File: src/rtl/seq_pkg.sv
// Shared definitions for both ends of the 10110 serial link.
// Transmitter and detector import these so that they agree on the frame.
package seq_pkg;

  localparam int                    SEQ_PAT_W   = 5;
  localparam logic [SEQ_PAT_W-1:0]  SEQ_PATTERN = 5'b10110;

  typedef enum logic [1:0] {
    IDLE,
    SHIFT,
    GAP,
    DONE
  } state_e;

endpackage

File: src/rtl/seq_10110_tx_if.sv
// Handshake and serial-output bundle of the 10110 transmitter.
// The master drives burst requests; the slave is the transmitter.
interface seq_10110_tx_if #(
  parameter int CNT_W = 4,
  parameter int GAP_W = 4
);

  logic             start;
  logic [CNT_W-1:0] rep_count;
  logic [GAP_W-1:0] gap;
  logic             abort;
  logic             dout;
  logic             dout_valid;
  logic             busy;
  logic             done;
  logic [CNT_W-1:0] frames_sent;

  modport master (
    output start, rep_count, gap, abort,
    input  dout, dout_valid, busy, done, frames_sent
  );

  modport slave (
    input  start, rep_count, gap, abort,
    output dout, dout_valid, busy, done, frames_sent
  );

endinterface

File: src/rtl/down_counter.sv
// Loadable unsigned down-counter that stops at zero.
// It exposes only is-one and is-zero flags.
module down_counter #(
  parameter int W = 4
) (
  input  logic         clk,
  input  logic         rst,
  input  logic         i_load,
  input  logic [W-1:0] i_load_val,
  input  logic         i_dec,
  output logic         o_is_one,
  output logic         o_is_zero
);

  logic [W-1:0] r_count;

  // NOTE: clocked state uses non-blocking (<=) so every flop samples pre-edge values.
  always_ff @(posedge clk or posedge rst) begin
    if (rst) begin
      r_count <= '0;
    end else if (i_load) begin
      r_count <= i_load_val;
    end else if (i_dec && (r_count != '0)) begin
      r_count <= r_count - 1'b1;
    end
  end

  assign o_is_one  = (r_count == W'(1));
  assign o_is_zero = (r_count == '0);

endmodule

File: src/rtl/seq_10110_tx.sv
// Serial transmitter: sends PATTERN MSB first, rep_count times, with gap idle cycles between frames.
// All outputs are registered from the next-state decode.
module seq_10110_tx
  import seq_pkg::*;
#(
  parameter int               PAT_W   = SEQ_PAT_W,
  parameter logic [PAT_W-1:0] PATTERN = SEQ_PATTERN,
  parameter int               CNT_W   = 4,
  parameter int               GAP_W   = 4
) (
  input  logic          clk,
  input  logic          rst,
  seq_10110_tx_if.slave bus
);

  localparam int               IDX_W    = (PAT_W > 1) ? $clog2(PAT_W) : 1;
  localparam logic [IDX_W-1:0] IDX_LAST = IDX_W'(PAT_W - 1);

  state_e           r_state, w_state_nxt;
  logic [IDX_W-1:0] r_idx, w_idx_nxt;
  logic [GAP_W-1:0] r_gap_lat;
  logic [CNT_W-1:0] r_frames;
  logic             r_dout, r_dout_valid, r_busy, r_done;
  logic             w_dout_nxt, w_valid_nxt, w_busy_nxt, w_done_nxt;

  logic             w_accept, w_frame_end, w_last;
  logic             w_rep_one, w_rep_zero, w_gap_one, w_gap_zero;
  logic             w_gap_load, w_gap_dec;
  logic [GAP_W-1:0] w_gap_load_val;

  assign w_accept    = (r_state == IDLE) && bus.start && (bus.rep_count != '0);
  assign w_frame_end = (r_state == SHIFT) && (r_idx == '0) && !bus.abort;
  // An exhausted rep counter is treated as the last frame, never wrapped.
  assign w_last      = w_rep_one || w_rep_zero;

  down_counter #(.W(CNT_W)) u_rep_cnt (
    .clk        (clk),
    .rst        (rst),
    .i_load     (w_accept),
    .i_load_val (bus.rep_count),
    .i_dec      (w_frame_end),
    .o_is_one   (w_rep_one),
    .o_is_zero  (w_rep_zero)
  );

  // The gap timer holds the latched gap outside GAP, so is-zero means back-to-back frames.
  assign w_gap_load     = w_accept || ((r_state == GAP) && w_gap_one);
  assign w_gap_load_val = w_accept ? bus.gap : r_gap_lat;
  assign w_gap_dec      = (r_state == GAP) && !w_gap_one;

  down_counter #(.W(GAP_W)) u_gap_cnt (
    .clk        (clk),
    .rst        (rst),
    .i_load     (w_gap_load),
    .i_load_val (w_gap_load_val),
    .i_dec      (w_gap_dec),
    .o_is_one   (w_gap_one),
    .o_is_zero  (w_gap_zero)
  );

  always_ff @(posedge clk or posedge rst) begin
    if (rst) r_state <= IDLE;
    else     r_state <= w_state_nxt;
  end

  // NOTE: every always_comb output gets a default first, so no path can infer a latch.
  always_comb begin
    w_state_nxt = r_state;
    w_idx_nxt   = r_idx;
    case (r_state)
      IDLE: begin
        if (w_accept) begin
          w_state_nxt = SHIFT;
          w_idx_nxt   = IDX_LAST;
        end
      end
      SHIFT: begin
        if (bus.abort) begin
          w_state_nxt = IDLE;
        end else if (r_idx != '0) begin
          w_idx_nxt = r_idx - 1'b1;
        end else if (w_last) begin
          w_state_nxt = DONE;
        end else if (w_gap_zero) begin
          w_idx_nxt = IDX_LAST;
        end else begin
          w_state_nxt = GAP;
        end
      end
      GAP: begin
        if (bus.abort) begin
          w_state_nxt = IDLE;
        end else if (w_gap_one) begin
          w_state_nxt = SHIFT;
          w_idx_nxt   = IDX_LAST;
        end
      end
      DONE:    w_state_nxt = IDLE;
      default: w_state_nxt = IDLE;
    endcase

    w_dout_nxt  = 1'b0;
    if (w_state_nxt == SHIFT) w_dout_nxt = PATTERN[w_idx_nxt];
    w_valid_nxt = (w_state_nxt == SHIFT);
    w_busy_nxt  = (w_state_nxt == SHIFT) || (w_state_nxt == GAP);
    w_done_nxt  = (w_state_nxt == DONE);
  end

  always_ff @(posedge clk or posedge rst) begin
    if (rst) begin
      r_idx        <= '0;
      r_gap_lat    <= '0;
      r_frames     <= '0;
      r_dout       <= 1'b0;
      r_dout_valid <= 1'b0;
      r_busy       <= 1'b0;
      r_done       <= 1'b0;
    end else begin
      r_idx        <= w_idx_nxt;
      r_dout       <= w_dout_nxt;
      r_dout_valid <= w_valid_nxt;
      r_busy       <= w_busy_nxt;
      r_done       <= w_done_nxt;
      if (w_accept) begin
        r_gap_lat <= bus.gap;
        r_frames  <= '0;
      end else if (w_frame_end) begin
        r_frames  <= r_frames + 1'b1;
      end
    end
  end

  assign bus.dout        = r_dout;
  assign bus.dout_valid  = r_dout_valid;
  assign bus.busy        = r_busy;
  assign bus.done        = r_done;
  assign bus.frames_sent = r_frames;

endmodule

File: src/flat_wrapper.sv
// flat-port wrapper written by rule: the top's interface ports become plain ports
module seq_10110_tx_flat import seq_pkg::*;
#(
  parameter int               PAT_W   = SEQ_PAT_W,
  parameter logic [PAT_W-1:0] PATTERN = SEQ_PATTERN,
  parameter int               CNT_W   = 4,
  parameter int               GAP_W   = 4
)
  (clk, rst, bus_start, bus_rep_count, bus_gap, bus_abort, bus_dout, bus_dout_valid, bus_busy, bus_done, bus_frames_sent);
  seq_10110_tx_if #(.CNT_W(CNT_W), .GAP_W(GAP_W)) bus_i ();
  input  logic clk;
  input  logic rst;
  input wire logic [$bits(bus_i.start)-1:0] bus_start;
  input wire logic [$bits(bus_i.rep_count)-1:0] bus_rep_count;
  input wire logic [$bits(bus_i.gap)-1:0] bus_gap;
  input wire logic [$bits(bus_i.abort)-1:0] bus_abort;
  output wire logic [$bits(bus_i.dout)-1:0] bus_dout;
  output wire logic [$bits(bus_i.dout_valid)-1:0] bus_dout_valid;
  output wire logic [$bits(bus_i.busy)-1:0] bus_busy;
  output wire logic [$bits(bus_i.done)-1:0] bus_done;
  output wire logic [$bits(bus_i.frames_sent)-1:0] bus_frames_sent;
  assign bus_i.start = bus_start;
  assign bus_i.rep_count = bus_rep_count;
  assign bus_i.gap = bus_gap;
  assign bus_i.abort = bus_abort;
  assign bus_dout = bus_i.dout;
  assign bus_dout_valid = bus_i.dout_valid;
  assign bus_busy = bus_i.busy;
  assign bus_done = bus_i.done;
  assign bus_frames_sent = bus_i.frames_sent;
  seq_10110_tx #(.PAT_W(PAT_W), .PATTERN(PATTERN), .CNT_W(CNT_W), .GAP_W(GAP_W)) u_core (.clk(clk), .rst(rst), .bus(bus_i));
endmodule
File: config.mk
export PLATFORM = sky130hd
export DESIGN_NAME = seq_10110_tx_flat
export DESIGN_NICKNAME = d
export VERILOG_FILES = /design/src/rtl/seq_pkg.sv /design/src/rtl/seq_10110_tx_if.sv /design/src/rtl/down_counter.sv /design/src/rtl/seq_10110_tx.sv /design/src/flat_wrapper.sv
export SDC_FILE = /design/constraint.sdc
export NUM_CORES = 1
export LEC_CHECK = 0
export ABC_AREA = 0
export CORE_ASPECT_RATIO = 0.5
export CORE_MARGIN = 2
export CORE_UTILIZATION = 40
export CTS_BUF_LIST = sky130_fd_sc_hd__clkbuf_4 sky130_fd_sc_hd__clkbuf_8
export CTS_CLUSTER_DIAMETER = 150
export DETAILED_ROUTE_END_ITERATION = 8
export SYNTH_ARGS = -nofsm -noshare
export SYNTH_HDL_FRONTEND = slang
export SYNTH_HIERARCHICAL = 1
export SYNTH_SLANG_ARGS = --single-unit
File: constraint.sdc
create_clock -name clk -period 2.5 [get_ports clk]
set_input_delay 0.5 -clock clk [delete_from_list [all_inputs] [get_ports clk]]
set_output_delay 0.5 -clock clk [all_outputs]
set_load 0.02 [all_outputs]
# After elaboration in Yosys (flattened, before gate mapping)
# Memories as Yosys holds them, arrays and structs flattened.
# Cells that the tools add are included.
[op_classes]
n_addsub = 4
mul = 0
div = 0
magnitude_cmp = 1
n_eq_ne = 8
shift = 0
n_mux = 25
n_bitwise = 0
n_reduce_logical = 24
[ops]
columns = ["op", "n"]
rows = [
  ["$mux 4", 7],
  ["$mux 3", 7],
  ["$mux 2", 7],
  ["$reduce_bool 4->1", 3],
  ["$pmux 3 s3", 1],
  ["$eq 2x2->1 const B", 4],
  ["$eq 4x1->1 const B", 2],
  ["$logic_and 1x1->1", 8],
  ["$logic_not 4->1", 2],
  ["$pmux 2 s4", 1],
  ["$sub 4x1->4 const B", 2],
  ["$reduce_bool 2->1", 3],
  ["$add 4x1->4 const B", 1],
  ["$eq 2x1->1 const B", 2],
  ["$lt 3x4->1 const B", 1],
  ["$logic_not 3->1", 1],
  ["$logic_or 1x1->1", 3],
  ["$reduce_bool 3->1", 1],
  ["$sub 3x1->3 const B", 1],
  ["$logic_not 1->1", 2],
  ["$logic_not 2->1", 1],
  ["$mux 1", 2],
]
[totals]
ff_bits = 25
latch_bits = 0
ram_bits = 0
mem_bits_ro = 8
input_bits = 12
out_inout_bits = 8
wordCells = 73
n_memories = 1
[mem_list]
columns = ["memory", "words", "width", "read_ports", "rd_clocked_by_memory_dff", "write_ports", "line", "source"]
rows = [
  ["(name not given)", 8, 1, 1, 0, 0, "seq_10110_tx.sv:103", "if (w_state_nxt == SHIFT) w_dout_nxt = PATTERN[w_idx_nxt];"],
]

# Longest topological paths before layout
[depth]
ltp_word = 9
mapped_depth = 12
ltp_nobuf = 12

# Hierarchy
# The synthesis kept the hierarchy.
[by_module_without_submodules]
columns = ["module", "instances", "cells_each", "area_each_um2", "seq_area_each_um2"]
rows = [
  ["seq_10110_tx", 1, 93, 939.7, 425.4],
  ["down_counter", 2, 31, 274.0, 100.1],
]

# Worst setup path after synthesis
# OpenSTA, ideal clock, no wires.
[synth_path]
path_kind = "register to register"
startpoint = "register u_core.u_rep_cnt.r_count[0]"
endpoint = "register u_core.r_dout, in the netlist u_core/bus.dout"
setup_ns = 0.129
t_arrival_ns = 2.140
required_time_ns = 2.371
setup_slack_ns = 0.231
path_stages_with_launch = 11
n_path_buf = 0
period_less_slack_ns = 2.269
cell_sequence = "dfrtp_1 -> inv_1 -> ha_1 -> or3b_4 -> clkinv_1 -> or4_1 -> a21oi_1 -> o21ai_0 -> ha_1 -> nand3_1 -> o221ai_2"
[synth_between]
elab_cells_between_ends = 15
classes_between = "eq/ne: 2; mux: 10; reduce/logical: 2; memory: 1"
[synth_rtl]
columns = ["element", "line", "source"]
rows = [
  ["from (decl)", "down_counter.sv:15", "logic [W-1:0] r_count;"],
  ["from (signal assigned)", "down_counter.sv:22", "r_count <= i_load_val;"],
  ["from (signal assigned)", "down_counter.sv:24", "r_count <= r_count - 1'b1;"],
  ["$logic_not 4->1", "down_counter.sv:29", "assign o_is_zero = (r_count == '0);"],
  ["net u_core.w_rep_zero", "seq_10110_tx.sv:27", "logic w_rep_one, w_rep_zero, w_gap_one, w_gap_zero;"],
  ["$logic_or 1x1->1", "seq_10110_tx.sv:34", "assign w_last = w_rep_one || w_rep_zero;"],
  ["$mux 2", "seq_10110_tx.sv:82", "end else if (w_last) begin"],
  ["$mux 2", "seq_10110_tx.sv:80", "end else if (r_idx != '0) begin"],
  ["$mux 2", "seq_10110_tx.sv:78", "if (bus.abort) begin"],
  ["$pmux 2 s4", "seq_10110_tx.sv:70", "case (r_state)"],
  ["net u_core.w_state_nxt[0]", "seq_10110_tx.sv:19", "state_e r_state, w_state_nxt;"],
  ["$eq 2x1->1", "--", ""],
  ["net u_core.w_valid_nxt", "seq_10110_tx.sv:24", "logic w_dout_nxt, w_valid_nxt, w_busy_nxt, w_done_nxt;"],
  ["$mux 1", "seq_10110_tx.sv:103", ""],
  ["net u_core.w_dout_nxt", "seq_10110_tx.sv:24", ""],
  ["to (signal assigned)", "seq_10110_tx.sv:120", "r_dout <= w_dout_nxt;"],
  ["to (decl)", "seq_10110_tx.sv:23", "logic r_dout, r_dout_valid, r_busy, r_done;"],
]
# The timed path passes the listed nets, and every way through them passes these cells. The select of a mux whose other input is x is not followed.
# A chain may end at the register's enable or synchronous reset.

# Worst setup path after layout
# Ends and elaborated chain as after synthesis.

==> key figures <==
Clock network
  • Clk sinks: 25
  • Max Buffers Root-to-Sink: 2
  • Clock Pin Slew Worst Setup and Hold Paths: 0.09 ns
  • CTS tree: yes
  • Root Buffer: clkbuf_8
  • Num CTS Buffers: 3
  • Clk Latency, worst-skew pair: 0.28 ns
  • Total number of H-tree levels: 1

Routing
  • DR WL/cell: 12.92 um
  • 1st-pass router iterations: 4
  • Via density per instance: 4.975
  • Antenna Nets Post-Route: 0
  • DRC errors left: 0
  • DRT iter0 DRCs: 79
  • Vias: 1189
  • Drt total wl: 3087 um

STA
  • Fin crit share: 94.22%
  • Fin crit period: 2.356 ns
  • Pins Over Slew Limit: 0
  • F_max: 0.4245 GHz
  • Final setup viols: 0
  • Slew headroom: 56.98%
  • Slew @ Worst Pin: 0.6446 ns
  • Final Hold Vio Count: 0
  • Clk_skew: 0.004088 ns

Setup path
  • CP max FO: 4
  • Worst Setup Start Kind: flop
  • Worst endpoint required time: 2.66 ns
  • Critical path endpoint category: flop
  • Critical Path AT: 2.51 ns
  • Setup CP Type: reg2reg

Die
  • Die Y: 47.13 um
  • # IOs: 20
  • Std-Cell Rows: 15
  • Die area: 4253 um2
  • Die X: 90.25 um
  • Starting Density: 42.62%
  • Core area: 3491 um2

Layout
  • Layout fillers: 332
  • N_diodes: 0
  • Final net count: 210
  • Area growth from synthesis to layout: 26.32%
  • Post-route cell area: 1879 um2
  • Share of layout cells above drive strength 1: 19.15%

Placement
  • Port Buffers: 19
  • DP HPWL: 2400 um
  • RD Place Congestion: 0.7766
  • DP Area: 1817 um2

Yosys
  • Seq cells post-synth: 25
  • Post-Syn Instances: 155
  • Area contributors post-synth: dfrtp_1 (42%), ha_1 (7.6%), nand2_1 (6.8%), inv_1 (3.8%), nor3b_1 (3.0%)
  • Dominant cell type by area after synthesis: dfrtp_1
  • Post-synthesis net count: 176
  • Distinct cells, synth: 41
  • Most used flip-flop cell after synthesis: dfrtp_1
  • Post-synth ARST share: 100.0%
  • Area of the mapped netlist: 1488 um2
  • Register area share after synthesis: 42.05%
  • Ys Warns: 6
  • Yosys top cell area share: 42.05%
  • Post-synth EDFFs: 0
  • Syn avg cell area: 9.598 um2

Pwr
  • Power share of the clock group: 13.2%
  • Worst ir drop on vdd: 0.4351 mV
  • Sw Share: 41.04%
  • Overall power: 0.001931 W
  • Comb pwr share: 51.2%
  • Net Sw Power: 0.0007922 W
  • PwrDens: 1027 nW/um2
  • Leak: 0.8358 nW
  • Internal: 0.001138 W
  • Sequential fraction of design power: 35.7%

Global route
  • First-pass GRT wire length: 5126 um
  • Largest net degree at the start of global routing: 18
  • Total track usage: 15.96%
  • Initial antenna violation count: 0
  • Number of global-route vias before repair: 1100
  • Grt ovf: 0

Min path
  • Hold Path Class: in2async

Run status
  • Outcome: finished clean

Run
  • Max-cap violations: 0
## what timing repair did
item | 4_1_cts | 5_1_grt
setup buffers | 0 | 0
resized for setup | 0 | 5
setup endpoints to repair | 0 | 1
hold buffers | 0 | 0
hold endpoints to repair | 0 | 0
## routing by layer
layer	up-vias	track usage (%)	share of wire, %
met4	0	4.615	0
met5	-	0	0
met1	559	22.91	55
li1	614	-	-
met2	16	24.66	42
met3	0	3.852	2.9
## worst paths after layout
| check | start | end | slack, ns | cells after the start |
|---|---|---|---|---|
| setup / recovery | u_core/u_rep_cnt/r_count[0] | u_core/bus.dout | 0.14 | 10 |
| hold / removal | rst | u_core/u_rep_cnt/r_count[3] | 0.46 | 2 |
| setup reg to reg | u_core/u_rep_cnt/r_count[0] | u_core/bus.dout | 0.14 | 10 |
| hold reg to reg | u_core/r_gap_lat[3] | u_core/r_gap_lat[3] | 0.49 | 2 |
| max in group asynchronous | rst | u_core/r_gap_lat[0] | 1.42 | 2 |
| min in group clk | u_core/r_gap_lat[3] | u_core/r_gap_lat[3] | 0.49 | 2 |
## registers in the layout, indices dropped and copies added (netlist names), 2 cells and up
name and flops:
u_core/r_gap_lat 4, u_core/u_rep_cnt/r_count 4, u_core/r_state 2, u_core/u_gap_cnt/r_count 4, u_core/bus.frames_sent 4, u_core/r_idx 3
## area by class of cell
cell class | instances | area [um2] | area share (%)
sequential | 25 | 625.6 | 33.29
tap | 51 | 63.81 | 3.395
clock buffer | 3 | 41.29 | 2.197
inverter | 18 | 71.32 | 3.795
multi-input combinational | 112 | 804.5 | 42.81
clock inverter | 1 | 7.507 | 0.3995
timing repair buffer | 29 | 265.3 | 14.11
## worst max-delay path, cell delays in order (launching register included)
cell        delay, ns
dfrtp_1          0.40
inv_1            0.09
ha_1             0.21
or3b_4           0.27
clkinvlp_4       0.12
or4_1            0.53
a21oi_2          0.15
o21ai_2          0.08
ha_2             0.21
nand3_1          0.08
o221ai_2         0.09
## cells in the final DEF (no fill, tap or decap), types with 2 or more instances in the layout
| master | synthesis | layout |
|---|---|---|
| buf_4 | 0 | 10 |
| o21ai_1 | 6 | 6 |
| ha_1 | 9 | 8 |
| or3b_4 | 3 | 3 |
| nor4b_2 | 3 | 3 |
| xor2_1 | 2 | 2 |
| nor3_1 | 2 | 2 |
| a21oi_1 | 8 | 7 |
| a31oi_1 | 2 | 2 |
| nor2_1 | 10 | 10 |
| a221o_1 | 2 | 2 |
| dfrtp_1 | 25 | 25 |
| and4b_2 | 2 | 2 |
| nand3_1 | 4 | 4 |
| clkbuf_8 | 0 | 3 |
| a21o_1 | 2 | 2 |
| inv_1 | 15 | 15 |
| clkinvlp_4 | 0 | 2 |
| nand2_1 | 27 | 27 |
| nor3b_1 | 6 | 6 |
| clkinv_1 | 3 | 2 |
| clkdlybuf4s50_1 | 0 | 19 |
## power by group through the flow
stage / clock network [W] / logic [W] / registers, W
floorplan: 0 / 0.000637 / 0.000709
global placement: 0 / 0.000949 / 0.000696
detailed placement: 0 / 0.000967 / 0.000696
CTS: 0.000263 / 0.000975 / 0.000688
global route: 0.000282 / 0.00111 / 0.000711
finish: 0.000254 / 0.000988 / 0.000689
## stage by stage
step	hold slack (ns)	util (%)	worst slack, ns	cells	TNS [ns]
2_1_floorplan	0.2661	-	0.2311	155	0
3_3_place_gp	0.4604	52.04	0.07463	235	0
3_5_place_dp	0.4635	52.04	0.04449	235	0
4_1_cts	0.4704	53.44	0.01276	239	0
5_1_grt	0.4742	53.84	-0.001462	239	-0.001462
6_report	0.4626	53.84	0.1445	239	0
## synthesized netlist by cell type, types with 2 or more instances
library cell,number
o21ai_0,2
a221o_1,2
or3b_4,3
a21o_1,2
nor4b_2,3
clkinv_1,3
nor2_1,10
nand2_1,27
and4b_2,2
dfrtp_1,25
a21oi_1,8
o21ai_1,6
nor3_1,2
ha_1,9
inv_1,15
nor3b_1,6
a31oi_1,2
xor2_1,2
nand3_1,4
## cell families after synthesis
group / Yosys count / share of synthesized area, %
muxes: 1 / 0.6729
adders and majority gates: 9 / 7.570
and+or+nand+nor: 67 / 28.43
AOI/OAI and AO/OA: 32 / 14.97
xor gates and xnor gates: 3 / 1.767
buffers and inverters: 18 / 4.541
DFF: 25 / 42.05
No activity file was read; power rests on OpenSTA's default activity.
==> variant, RTL diff (same flow settings) <==
`CNT_W` is set to 4 in 3 places; all go to 6.
--- a/src/rtl/seq_10110_tx_if.sv
+++ b/src/rtl/seq_10110_tx_if.sv
@@ -2,5 +2,5 @@
 // The master drives burst requests; the slave is the transmitter.
 interface seq_10110_tx_if #(
-  parameter int CNT_W = 4,
+  parameter int CNT_W = 6,
   parameter int GAP_W = 4
 );
--- a/src/rtl/seq_10110_tx.sv
+++ b/src/rtl/seq_10110_tx.sv
@@ -6,5 +6,5 @@
   parameter int               PAT_W   = SEQ_PAT_W,
   parameter logic [PAT_W-1:0] PATTERN = SEQ_PATTERN,
-  parameter int               CNT_W   = 4,
+  parameter int               CNT_W   = 6,
   parameter int               GAP_W   = 4
 ) (
--- a/src/flat_wrapper.sv
+++ b/src/flat_wrapper.sv
@@ -4,5 +4,5 @@
   parameter int               PAT_W   = SEQ_PAT_W,
   parameter logic [PAT_W-1:0] PATTERN = SEQ_PATTERN,
-  parameter int               CNT_W   = 4,
+  parameter int               CNT_W   = 6,
   parameter int               GAP_W   = 4
 )
Interface: changed (resized bus_frames_sent and bus_rep_count); port bits go from 20 to 24. No check against the original RTL was run, so the function may have changed too.
==> variant against the original RTL <==
- first-iteration DRC count fell by 2.5%
- largest cell class unchanged
- sequential share of layout area barely moved
- wire length rose by 15%
- highest routed layer is now met4
- total power rose by 4.7%
- synthesized area rose by 15%
- count of clock-buffer cells in the layout rose by 4
- cell count rose by 9.6%
- setup slack improved by 13 ps
- final area rose by 16%
- critical path type is now in -> reg
- sequential cell count rose by 4
- maximum frequency rose by 0.57%
==> variant: results (changes against the original RTL) <==
----------------------------------------------------
[Clock tree]
  Reg clk slew, reported paths ... 60 ps (was 90 ps)
  Maximum level of the CTS H-tree ... 2 (was 1)

[GRT]
  Total routing resource utilization after global routing ... 16.6% (was 16.0%)
  Number of global-route vias before repair ... 1268 (was 1100)
  Maximum number of pins on one net before global-route repair ... 20 (was 18)

[Worst setup path]
  Critical path arrival ... 2500 ps (was 2510 ps)
  Crit path max fanout ... 6 (was 4)
  Beginning of the worst register-to-register path ... u_core/u_gap_cnt/r_count[0] (was u_core/u_rep_cnt/r_count[0])
  Setup crit end ... u_core/u_gap_cnt/r_count[3] (was u_core/bus.dout)
  Type of origin of the critical path ... input port (was flop)
  Reg-to-reg slack, setup ... 180 ps (was 140 ps)

[Layout]
  Signal buf overhead ... 14.4% (was 14.1%)
  Number of non-clock buffers in the layout ... 34 (was 29)
  Number of filler instances in the final layout ... 381 (was 332)

[Logic synthesis]
  Mux cell area share after synthesis ... 3.80% (was 0.673%)
  Synth cell count leaders ... 29 x sky130_fd_sc_hd__dfrtp_1, 15 x sky130_fd_sc_hd__nor2_1, 13 x sky130_fd_sc_hd__inv_1, 10 x sky130_fd_sc_hd__ha_1, 9 x sky130_fd_sc_hd__nand2_1 (was 27 x sky130_fd_sc_hd__nand2_1, 25 x sky130_fd_sc_hd__dfrtp_1, 15 x sky130_fd_sc_hd__inv_1, 10 x sky130_fd_sc_hd__nor2_1, 9 x sky130_fd_sc_hd__ha_1)
  Distinct cell type count of the synthesized netlist ... 49 (was 41)
  Synthesized-area fraction occupied by adder cells ... 7.30% (was 7.57%)

[STA]
  Final hold slack ... 490 ps (was 463 ps)
  Worst-case clock skew ... 5.88 ps (was 4.09 ps)

[Place]
  Sum of net half-perimeters after detailed placement ... 2760 um (was 2400 um)
  Number of buffers added on ports ... 23 (was 19)
  Placer's final routability congestion estimate ... 0.818 (was 0.777)

[Detailed routing]
  Via count of the routed design ... 1387 (was 1189)
  Routed Wire Length ... 3560 um (was 3090 um)

[Pwr]
  Largest voltage drop on the vdd net ... 0.346 mV (was 0.435 mV)

[Status]
  Status ... completed (unchanged)

----------------------------------------------------
[variant: layer usage]
metal	GRT usage, %	part of all wire, %	vias to the layer above
met5	0	0	-
met4	5.40	1.0	0
met3	5.26	4.4	4
met2	25.2	47	27
met1	22.5	48	670
li1	-	-	686
[variant: where the power goes]
| part | switching, mW | internal (mW) | leakage [nW] | total [mW] |
|---|---|---|---|---|
| logic | 0.434 | 0.412 | 0.513 | 0.846 |
| clock network | 0.166 | 0.229 | 0.0477 | 0.395 |
| registers | 0.147 | 0.635 | 0.358 | 0.781 |
| total | 0.747 | 1.28 | 0.918 | 2.02 |
[variant: through the flow]
stage | total power [mW] | instances | util [%]
finish | 2.02 | 262 | 54.4
global route | 2.19 | 262 | 54.4
CTS | 2.04 | 262 | 54.1
detailed placement | 1.64 | 255 | 51.8
global placement | 1.61 | 255 | 51.8
floorplan | 1.36 | 172 | -
